File: src/rtl/timer_pkg.sv
// ============================================================================
// Module : timer_pkg
// Brief  : Shared types and defaults for the stopwatch run/pause sequencer.
// Rev    : 1.0  initial release
// ============================================================================
`default_nettype none

package timer_pkg;

    typedef enum logic [1:0] {
        IDLE  = 2'd0,
        RUN   = 2'd1,
        PAUSE = 2'd2,
        OVF   = 2'd3
    } timer_state_t;

    localparam int TICK_DIV_DEFAULT = 50_000_000;
    localparam int LAP_W_DEFAULT    = 4;

endpackage : timer_pkg

`default_nettype wire

File: src/rtl/timer_ctrl_if.sv
// ============================================================================
// Module : timer_ctrl_if
// Brief  : Button/status bundle between user inputs, timer_ctrl and the counter chain.
// Rev    : 1.0  initial release
// ============================================================================
`default_nettype none

interface timer_ctrl_if #(
    parameter int LAP_W = 4
);
    logic             start_stop;
    logic             clear;
    logic             sec_tc;
    logic             min_tc;
    logic             lap;
    logic             sec_en;
    logic             min_en;
    logic             cnt_clr;
    logic             running;
    logic             ovf;
    logic             lap_hold;
    logic [LAP_W-1:0] lap_cnt;

    modport master (
        output start_stop, clear, sec_tc, min_tc, lap,
        input  sec_en, min_en, cnt_clr, running, ovf, lap_hold, lap_cnt
    );

    modport slave (
        input  start_stop, clear, sec_tc, min_tc, lap,
        output sec_en, min_en, cnt_clr, running, ovf, lap_hold, lap_cnt
    );

endinterface : timer_ctrl_if

`default_nettype wire

File: src/rtl/tick_prescaler.sv
// ============================================================================
// Module : tick_prescaler
// Brief  : Divides clk down to a one-cycle count tick; holds its phase when not running.
// Rev    : 1.0  initial release
// ============================================================================
`default_nettype none

module tick_prescaler
    import timer_pkg::*;
#(
    parameter int TICK_DIV = TICK_DIV_DEFAULT
) (
    input  logic clk,
    input  logic rst,
    input  logic run_i,
    input  logic clr_i,
    output logic tick_o
);

    localparam int               PW       = $clog2(TICK_DIV);
    localparam logic [PW-1:0]    PRESC_MAX = PW'(TICK_DIV - 1);

    logic [PW-1:0] presc_q;
    logic [PW-1:0] presc_d;
    logic          at_max;

    assign at_max = (presc_q == PRESC_MAX);

    // Phase is held (not zeroed) while paused so a partial second survives.
    always_comb begin
        presc_d = presc_q;
        if (clr_i) begin
            presc_d = '0;
        end else if (run_i) begin
            presc_d = at_max ? '0 : presc_q + 1'b1;
        end
    end

    always_ff @(posedge clk or posedge rst) begin
        if (rst) begin
            presc_q <= '0;
        end else begin
            presc_q <= presc_d;
        end
    end

    assign tick_o = run_i & at_max;

endmodule : tick_prescaler

`default_nettype wire

File: src/rtl/timer_ctrl.sv
// ============================================================================
// Module : timer_ctrl
// Brief  : Run/pause/clear sequencer and 1 Hz enable generator for a 59:59 BCD chain.
//          Optional lap capture is built when TIMER_LAP_EN is defined.
// Rev    : 1.0  initial release
// ============================================================================
`default_nettype none

module timer_ctrl
    import timer_pkg::*;
#(
    parameter int TICK_DIV = TICK_DIV_DEFAULT,
    parameter int LAP_W    = LAP_W_DEFAULT
) (
    input  logic         clk,
    input  logic         rst,
    timer_ctrl_if.slave  ctrl_if
);

    timer_state_t state_q;
    timer_state_t state_d;
    logic         tick;
    logic         sec_en;
    logic         in_run;

    assign in_run = (state_q == RUN);

    tick_prescaler #(
        .TICK_DIV (TICK_DIV)
    ) u_presc (
        .clk    (clk),
        .rst    (rst),
        .run_i  (in_run),
        .clr_i  (ctrl_if.clear),
        .tick_o (tick)
    );

    assign sec_en = tick & ~ctrl_if.clear;

    always_comb begin
        state_d = state_q;
        if (ctrl_if.clear) begin
            state_d = IDLE;
        end else begin
            unique case (state_q)
                IDLE:  if (ctrl_if.start_stop) state_d = RUN;
                // The 59:59 wrap wins over a simultaneous pause request.
                RUN: begin
                    if (sec_en && ctrl_if.min_tc) begin
                        state_d = OVF;
                    end else if (ctrl_if.start_stop) begin
                        state_d = PAUSE;
                    end
                end
                PAUSE: if (ctrl_if.start_stop) state_d = RUN;
                OVF:   state_d = OVF;
                default: state_d = IDLE;
            endcase
        end
    end

    always_ff @(posedge clk or posedge rst) begin
        if (rst) begin
            state_q <= IDLE;
        end else begin
            state_q <= state_d;
        end
    end

    assign ctrl_if.sec_en  = sec_en;
    assign ctrl_if.min_en  = sec_en & ctrl_if.sec_tc;
    assign ctrl_if.cnt_clr = ctrl_if.clear;
    assign ctrl_if.running = in_run;
    assign ctrl_if.ovf     = (state_q == OVF);

`ifdef TIMER_LAP_EN
    logic             lap_hold_q;
    logic             lap_hold_d;
    logic [LAP_W-1:0] lap_cnt_q;
    logic [LAP_W-1:0] lap_cnt_d;

    always_comb begin
        lap_hold_d = lap_hold_q;
        lap_cnt_d  = lap_cnt_q;
        if (ctrl_if.clear) begin
            lap_hold_d = 1'b0;
            lap_cnt_d  = '0;
        end else if (ctrl_if.lap && (state_q == RUN || state_q == PAUSE)) begin
            lap_hold_d = ~lap_hold_q;
            // Only freezing the display counts as a lap; releasing it does not.
            if (!lap_hold_q && (lap_cnt_q != '1)) begin
                lap_cnt_d = lap_cnt_q + 1'b1;
            end
        end
    end

    always_ff @(posedge clk or posedge rst) begin
        if (rst) begin
            lap_hold_q <= 1'b0;
            lap_cnt_q  <= '0;
        end else begin
            lap_hold_q <= lap_hold_d;
            lap_cnt_q  <= lap_cnt_d;
        end
    end

    assign ctrl_if.lap_hold = lap_hold_q;
    assign ctrl_if.lap_cnt  = lap_cnt_q;
`else
    logic lap_unused;
    assign lap_unused       = ctrl_if.lap;
    assign ctrl_if.lap_hold = 1'b0;
    assign ctrl_if.lap_cnt  = '0;
`endif

endmodule : timer_ctrl

`default_nettype wire

File: src/flat_wrapper.sv
// flat-port wrapper written by rule: the top's interface ports become plain ports
module timer_ctrl_flat import timer_pkg::*;
#(
    parameter int TICK_DIV = TICK_DIV_DEFAULT,
    parameter int LAP_W    = LAP_W_DEFAULT
)
  (clk, rst, ctrl_if_start_stop, ctrl_if_clear, ctrl_if_sec_tc, ctrl_if_min_tc, ctrl_if_lap, ctrl_if_sec_en, ctrl_if_min_en, ctrl_if_cnt_clr, ctrl_if_running, ctrl_if_ovf, ctrl_if_lap_hold, ctrl_if_lap_cnt);
  timer_ctrl_if #(.LAP_W(LAP_W)) ctrl_if_i ();
  input  logic clk;
  input  logic rst;
  input wire logic [$bits(ctrl_if_i.start_stop)-1:0] ctrl_if_start_stop;
  input wire logic [$bits(ctrl_if_i.clear)-1:0] ctrl_if_clear;
  input wire logic [$bits(ctrl_if_i.sec_tc)-1:0] ctrl_if_sec_tc;
  input wire logic [$bits(ctrl_if_i.min_tc)-1:0] ctrl_if_min_tc;
  input wire logic [$bits(ctrl_if_i.lap)-1:0] ctrl_if_lap;
  output wire logic [$bits(ctrl_if_i.sec_en)-1:0] ctrl_if_sec_en;
  output wire logic [$bits(ctrl_if_i.min_en)-1:0] ctrl_if_min_en;
  output wire logic [$bits(ctrl_if_i.cnt_clr)-1:0] ctrl_if_cnt_clr;
  output wire logic [$bits(ctrl_if_i.running)-1:0] ctrl_if_running;
  output wire logic [$bits(ctrl_if_i.ovf)-1:0] ctrl_if_ovf;
  output wire logic [$bits(ctrl_if_i.lap_hold)-1:0] ctrl_if_lap_hold;
  output wire logic [$bits(ctrl_if_i.lap_cnt)-1:0] ctrl_if_lap_cnt;
  assign ctrl_if_i.start_stop = ctrl_if_start_stop;
  assign ctrl_if_i.clear = ctrl_if_clear;
  assign ctrl_if_i.sec_tc = ctrl_if_sec_tc;
  assign ctrl_if_i.min_tc = ctrl_if_min_tc;
  assign ctrl_if_i.lap = ctrl_if_lap;
  assign ctrl_if_sec_en = ctrl_if_i.sec_en;
  assign ctrl_if_min_en = ctrl_if_i.min_en;
  assign ctrl_if_cnt_clr = ctrl_if_i.cnt_clr;
  assign ctrl_if_running = ctrl_if_i.running;
  assign ctrl_if_ovf = ctrl_if_i.ovf;
  assign ctrl_if_lap_hold = ctrl_if_i.lap_hold;
  assign ctrl_if_lap_cnt = ctrl_if_i.lap_cnt;
  timer_ctrl #(.TICK_DIV(TICK_DIV), .LAP_W(LAP_W)) u_core (.clk(clk), .rst(rst), .ctrl_if(ctrl_if_i));
endmodule
File: config.mk
export PLATFORM = sky130hd
export DESIGN_NAME = timer_ctrl_flat
export DESIGN_NICKNAME = d
export VERILOG_FILES = /design/src/rtl/timer_pkg.sv /design/src/rtl/timer_ctrl_if.sv /design/src/rtl/tick_prescaler.sv /design/src/rtl/timer_ctrl.sv /design/src/flat_wrapper.sv
export SDC_FILE = /design/constraint.sdc
export NUM_CORES = 1
export LEC_CHECK = 0
export BUFFER_PORTS_ARGS = -buffer_cell sky130_fd_sc_hd__buf_2
export CORE_ASPECT_RATIO = 2
export CORE_UTILIZATION = 50
export CTS_CLUSTER_SIZE = 8
export DETAILED_ROUTE_END_ITERATION = 16
export GPL_ROUTABILITY_DRIVEN = 0
export PLACE_DENSITY = 0.72
export SKIP_CTS_REPAIR_TIMING = 1
export SLEW_MARGIN = 15
export SYNTH_ARGS = -nofsm -noshare
export SYNTH_HDL_FRONTEND = slang
export SYNTH_SLANG_ARGS = --single-unit
File: constraint.sdc
create_clock -name clk -period 3.11 [get_ports clk]
set_input_delay 0.4665 -clock clk [delete_from_list [all_inputs] [get_ports clk]]
set_output_delay 0.4665 -clock clk [all_outputs]
set_load 0.005 [all_outputs]
==> results of run 1 <==
[state kept, by name, summed over array words and instances, names as in the netlist]
register                flops
u_core.u_presc.presc_q     26
u_core.state_q              2
[routing by layer]
| layer | vias to the layer above | track usage (%) |
|---|---|---|
| li1 | 692 | - |
| met1 | 712 | 27.9 |
| met2 | 57 | 43.4 |
| met3 | 12 | 2.38 |
| met4 | 0 | 11.6 |
| met5 | - | 0 |
[report_power, final]
group / switching, W / internal [W] / leakage, nW / total [W]
registers: 0.00000455 / 0.000367 / 0.389 / 0.000372
clock network: 0.000117 / 0.000114 / 0.0288 / 0.000231
logic: 0.0000377 / 0.0000137 / 0.328 / 0.0000514
[final timing paths]
| kind | endpoint | slack [ps] | depth (start not counted) |
|---|---|---|---|
| max in group asynchronous | u_core.u_presc.presc_q[17] | 2360 | 2 |
| worst max-delay path | ctrl_if_min_en | 270 | 5 |
| min in group clk | u_core.state_q[0] | 400 | 2 |
| worst max register to register | u_core.u_presc.presc_q[11] | 660 | 6 |
| worst min-delay path | u_core.u_presc.presc_q[2] | 280 | 2 |
| worst min register to register | u_core.u_presc.presc_q[9] | 550 | 1 |
[logic make-up after synthesis]
kind of cell             share of synthesized area (%)
AND/OR/NAND/NOR                                   29.6
AO/OA/AOI/OAI                                     15.5
adder cells (fa/ha/maj)                          0.747
other                                            0.224
XOR/XNOR                                          6.27
flip-flops                                        41.8
buffers and inverters                             5.23
multiplexers                                     0.597
[layout make-up]
| cell class | count | area [µm²] | area share [%] |
|---|---|---|---|
| sequential | 28 | 701 | 39.4 |
| multi-input combinational | 148 | 902 | 50.8 |
| timing repair buffer | 11 | 57.6 | 3.24 |
| tap | 31 | 38.8 | 2.18 |
| inverter | 6 | 22.5 | 1.27 |
| clock buffer | 4 | 55.1 | 3.10 |
[per-stage QoR]
step	area [µm²]	setup WS [ps]	std cells
finish	1780	275	228
global placement	1720	701	224
global route	1780	178	228
floorplan	1690	837	192
CTS	1780	278	228
detailed placement	1720	627	224
[cells in the final DEF, fill, tap and decap left out, drive strengths merged, types with 6 or more instances in the layout]
cell | synthesis | final
o21ai | 7 | 7
a31oi | 9 | 9
buf | 8 | 11
nand2 | 21 | 21
dfrtp | 28 | 28
nand4 | 11 | 11
nand3 | 8 | 8
nor2 | 22 | 22
a21oi | 9 | 9
nor4 | 6 | 6
xnor2 | 7 | 7
nor3 | 7 | 7
[worst reg2reg max path, cell delays in order (launching register included)]
cell     delay [ps]
dfrtp_1         460
or4b_1          590
nor4_2          550
a21oi_2         250
nor2_1          220
buf_4           210
nor2_1           70
==> results by group, run 1 <==
Die
  – Std cell rows: 29
  – Starting density of the core: ~52%
  – Chip width: roughly 43 µm
  – Placeable Area: between 0.003 and 0.004 mm²
  – Die Y: about 84 µm
  – Die area: around 0.0036 mm²
  – Io pins: 17

Final layout
  – Fill count: ~300
  – Nets: between 200 and 250
  – Ant diodes: 0
  – Layout cells sized above 1: approximately an eighth
  – Area growth syn-to-layout: 6.05%
  – Post-layout util: a little under three fifths

Global routing
  – GRT Total Usage: around a quarter
  – Vias in the first global route: ~1500
  – Initial antenna violation count: 0
  – Total congestion overflow: 0
  – Largest net degree at the start of global routing: 29
  – Global-route wire length before repair: around 7 mm

Critical path
  – WP buf/inv: 1
  – Critical path's top delay family: simple AND/OR/NAND/NOR gates
  – Critical path origin: u_core.u_presc.presc_q[11]
  – Cell-by-cell trace of the critical path: or4b_1 > nor4_2 > and3_1 > and2_1 > buf_2
  – CP Capture Type: output port
  – Critical path class: flip-flop to output port
  – Worst Path Required: roughly 2600 ps
  – WP data arrival: 2370 ps
  – Reg-to-Reg Start: u_core.u_presc.presc_q[11]
  – CP max FO: 6
  – Crit-path slowest cell: or4b_1
  – CP peak stage delay: 580 ps
  – CP Launch Type: flip-flop

Logic synthesis
  – Syn Std Cell Area: ~0.0017 mm²
  – Top post-synthesis cells by area: dfrtp_1, nor2_1, nand2_1, nand4_1, xnor2_1
  – EDFF count, synth: 0
  – Top cell type's share of synthesized area: roughly two fifths
  – Synth Warn #: 0
  – Most used DFF post-synth: dfrtp_1
  – Synth area leader: dfrtp_1
  – Synth Area per Inst: slightly below 9 µm²
  – Synth cell count leaders: dfrtp_1, nor2_1, nand2_1
  – Post-synthesis sequential area ratio: 41.8%
  – Number of synthesized register bits: 28
  – Synth async-reset ratio: 100%
  – Synth cell types: 40
  – Most frequent cell after synthesis: dfrtp_1
  – Mapped Cells: 188

Drt
  – Uppermost layer routed: met4
  – Met3 WL post-DR: 143 µm
  – Residual DRC: 0
  – M1 WL: 1.54 mm
  – 1st-pass router iterations: 4
  – DR vias/cell: ~6.5
  – Final WL: ~4 mm
  – Antenna Nets Post-Route: 0
  – Met2 WL: about 2.3 mm
  – Vias post-DR: 1473
  – WL/cell: about 18 µm
  – Initial drt markers: 93

Pwr
  – Pwr Total: around 0.00065 W
  – Max IR drop VDD: between 0.2 and 0.3 mV
  – Total power divided by cell area: between 300 and 400 mW/mm²
  – Static Leak: around 0.75 nW

Status
  – Status: finished clean

Clock tree
  – CTS tree: built
  – TritonCTS buffer count: 3
  – Worst-Skew Late Latency: around 280 ps
  – Clk root buf: clkbuf_8
  – Clock Pin Slew Worst Setup and Hold Paths: 100 ps
  – Number of H-tree levels: 1
  – Clock sink count: 28
  – Clk buf depth: 2

Placement
  – Detail Placement HPWL: 2.92 mm
  – Input/output buffers: 10

Flow run
  – Max_cap viols: 0

STA
  – Final setup vio count: 0
  – Max-slew headroom: between 30% and 40%
  – Slew Limit Fails: 0
  – RSZ-0062 raised after global routing: false
  – Period Utilization, post-route: about nine tenths
  – Slew @ Worst Pin: just over 1000 ps
  – Peak Freq: around 0.35 GHz
  – Min Tclk post-route: about 2800 ps
  – Setup TNS: 0 ps
  – Hold Fails Final Rpt: 0
  – WHS: around 280 ps
  – Clock Skews: 1.62 ps

Hold path
  – Worst Hold Class: input pin to asynchronous set/reset pin
Power figures use the tool's default switching activity.
==> run 2: changes to the inputs <==
--- a/config.mk
+++ b/config.mk
@@ -11,9 +11,11 @@
 export CTS_CLUSTER_SIZE = 8
 export DETAILED_ROUTE_END_ITERATION = 16
 export GPL_ROUTABILITY_DRIVEN = 0
-export PLACE_DENSITY = 0.72
+export HOLD_SLACK_MARGIN = 0.08
+export PLACE_DENSITY = 0.73
 export SKIP_CTS_REPAIR_TIMING = 1
 export SLEW_MARGIN = 15
 export SYNTH_ARGS = -nofsm -noshare
 export SYNTH_HDL_FRONTEND = slang
+export SYNTH_HIERARCHICAL = 1
 export SYNTH_SLANG_ARGS = --single-unit
==> results by group, run 2 <==
Status
  – Status: finished clean

Final layout
  – Ant diodes: 0
  – Fill count: about 280
  – Final Cell Area: approximately 0.0017 mm²
  – Number of flip-flops in the largest register: 26
  – Area of the multi-input gates: slightly above 800 µm²
  – Commonest non-fill, non-tap cell in the layout: dfrtp_1
  – Most frequent cells in the layout: dfrtp_1, a21oi_1, nor2_1, nand2_1, buf_2
  – Biggest regs: u_core/u_presc/presc_q: 26 flops, u_core/state_q: 2 flops
  – Layout cells sized above 1: roughly 14%
  – Sequential Area: approximately 700 µm²
  – Nets: about 190
  – Area growth syn-to-layout: 4.42%
  – Largest Register: u_core/u_presc/presc_q

Pwr
  – Max IR drop VDD: 0.389 mV
  – Static Leak: about 0.72 nW
  – Power share of the combinational group: around 6.3%
  – Seq pwr share: between 60% and 70%
  – Total power divided by cell area: between 300 and 400 mW/mm²
  – Clk pwr share: 31.7%
  – Sw Ratio: between 20% and 30%
  – NetSw: approximately 0.00013 W
  – Int Pwr: 0.000466 W

Clock tree
  – Number of H-tree levels: 1
  – CTS tree: built
  – Clk buf depth: 2
  – Clock Pin Slew Worst Setup and Hold Paths: 80 ps
  – Clock sink count: 28
  – TritonCTS buffer count: 3
  – Clk root buf: clkbuf_8
  – Worst-Skew Late Latency: ~270 ps

Critical path
  – WP buf/inv: 1
  – Critical R2R Capture: u_core/u_presc/presc_q[22]
  – Worst Path Required: approximately 2600 ps
  – Critical path class: flip-flop to output port
  – CP Capture Type: output port
  – WP data arrival: 2260 ps
  – Worst-case reg-to-reg path depth: 5
  – CP peak stage delay: 430 ps
  – Crit-path slowest cell: dfrtp_1
  – Cell-by-cell trace of the critical path: ha_1 > nor4bb_1 > nand4_1 > nor3_1 > nor2b_1 > and2_1 > buf_2
  – Worst reg-to-reg setup slack: just over 1000 ps
  – CP max FO: 5
  – Critical path's top delay family: simple AND/OR/NAND/NOR gates
  – Reg-to-Reg Start: u_core/state_q[0]
  – CP Launch Type: flip-flop

Logic synthesis
  – Synth cell types: 39
  – Synth area leader: dfrtp_1
  – Synth Area per Inst: around 9.4 µm²
  – Top cell type's share of synthesized area: 43.4%
  – Synth cell count leaders: dfrtp_1, a21oi_1, nor2_1
  – Post-synthesis sequential area ratio: 43.4%
  – Syn Std Cell Area: 0.00161 mm²
  – Synth async-reset ratio: 100%
  – Most used DFF post-synth: dfrtp_1
  – Most frequent cell after synthesis: dfrtp_1
  – Mapped Cells: between 150 and 200
  – Number of synthesized register bits: 28
  – EDFF count, synth: 0
  – Top post-synthesis cells by area: dfrtp_1, a21oi_1, buf_4, nor2_1, xnor2_1
  – Synth Warn #: 6

STA
  – Clock Skews: 1.38 ps
  – Setup TNS: 0 ps
  – Peak Freq: roughly 0.37 GHz
  – Slew @ Worst Pin: 993 ps
  – Max-slew headroom: around a third
  – RSZ-0062 raised after global routing: false
  – Hold Fails Final Rpt: 0
  – Slew Limit Fails: 0
  – Final setup vio count: 0
  – Min Tclk post-route: between 2000 and 3000 ps
  – Period Utilization, post-route: 87.6%

Hold path
  – Hold Path Depth: 2
  – Min-Delay Endpoint: u_core/state_q[0]
  – Worst Hold Class: input pin to flip-flop
  – Hold Path Origin: ctrl_if_start_stop

Drt
  – Met2 WL: approximately 1.7 mm
  – 1st-pass router iterations: 4
  – Vias post-DR: 1257
  – Initial drt markers: 17
  – Met3 WL post-DR: between 70 and 80 µm
  – DR vias/cell: a little over 6
  – Final WL: approximately 3 mm
  – Residual DRC: 0
  – Antenna Nets Post-Route: 0
  – Uppermost layer routed: met4
  – WL/cell: 14.9 µm
  – M1 WL: approximately 1.3 mm

Global routing
  – Global-route wire length before repair: approximately 5.4 mm
  – Initial antenna violation count: 0
  – Total congestion overflow: 0
  – GRT Total Usage: 20.0%
  – Vias in the first global route: 1210
  – Largest net degree at the start of global routing: 27

Die
  – Io pins: 17
  – Starting density of the core: a little over half
  – Std cell rows: 28
  – Placeable Area: 0.00301 mm²
  – Die Y: slightly above 80 µm
  – Chip width: about 42 µm
  – Die area: about 0.0035 mm²

Placement
  – Cell Area, Placed: approximately 0.0016 mm²
  – Detail Placement HPWL: 2.26 mm
  – Input/output buffers: 10

Flow run
  – Max_cap viols: 0
[run 2: cell types whose count changed after synthesis, moves of 4 or more]
cell	delta
o31ai_1	+5
nor2_1	-7
a21oi_1	+8
or4_1	+4
nand2_1	-10
nand4_1	-5
a31oi_1	-9
nor3_1	-5
or3_1	+7
[run 2: worst max-delay path by stage]
stage / start / to / slack (ps) / depth (start not counted)
after floorplan: u_core/u_presc/presc_q[0] / ctrl_if_min_en / 1020 / 6
after global placement: u_core/u_presc/presc_q[0] / ctrl_if_min_en / 770 / 7
after detailed placement: u_core/u_presc/presc_q[0] / ctrl_if_min_en / 730 / 7
after CTS: u_core/u_presc/presc_q[0] / ctrl_if_min_en / 410 / 7
after global routing: u_core/u_presc/presc_q[0] / ctrl_if_min_en / 200 / 7
final: u_core/u_presc/presc_q[0] / ctrl_if_min_en / 390 / 7
[run 2: layout make-up]
class | count | area share, %
flip-flops and latches | 28 | 41.6
multi-input cells | 126 | 47.9
clock buffers | 3 | 2.45
repair buffers | 12 | 4.01
well taps | 30 | 2.23
inverters | 8 | 1.78
[run 2: logic make-up (layout without fill, tap and decap cells)]
| family | count (synthesis) | in the layout | share of synthesized area, % |
|---|---|---|---|
| mux | 1 | 1 | 0.621 |
| compound gates | 36 | 36 | 14.0 |
| buf+inv | 21 | 23 | 7.45 |
| simple gates | 72 | 72 | 27.5 |
| flops | 28 | 28 | 43.4 |
| xor+xnor | 11 | 11 | 5.97 |
| other cells | 1 | 5 | 0.233 |
| fa+ha+maj | 1 | 1 | 0.776 |
[run 2: routing by layer]
layer  up-vias  global-route usage, %
li1        618                      -
met1       614                   21.3
met5         -                      0
met2        20                   38.3
met4         0                   7.50
met3         5                   3.26
[run 2: power by group through the flow]
stage	clock [W]	combinational [W]	sequential, W
floorplan	0	0.0000314	0.000378
global placement	0	0.0000357	0.000378
detailed placement	0	0.0000370	0.000379
CTS	0.000196	0.0000372	0.000372
global route	0.000206	0.0000438	0.000372
finish	0.000190	0.0000376	0.000372
[run 2: through the flow]
step	power (W)	hold slack, ps	utilization [%]	cells	worst slack [ps]
3_5_place_dp	0.000416	331	54.2	203	730
2_1_floorplan	0.000409	208	-	175	1020
5_1_grt	0.000622	460	55.9	207	199
6_report	0.000599	441	55.9	207	386
3_3_place_gp	0.000414	323	54.2	203	767
4_1_cts	0.000605	34.3	55.6	206	408
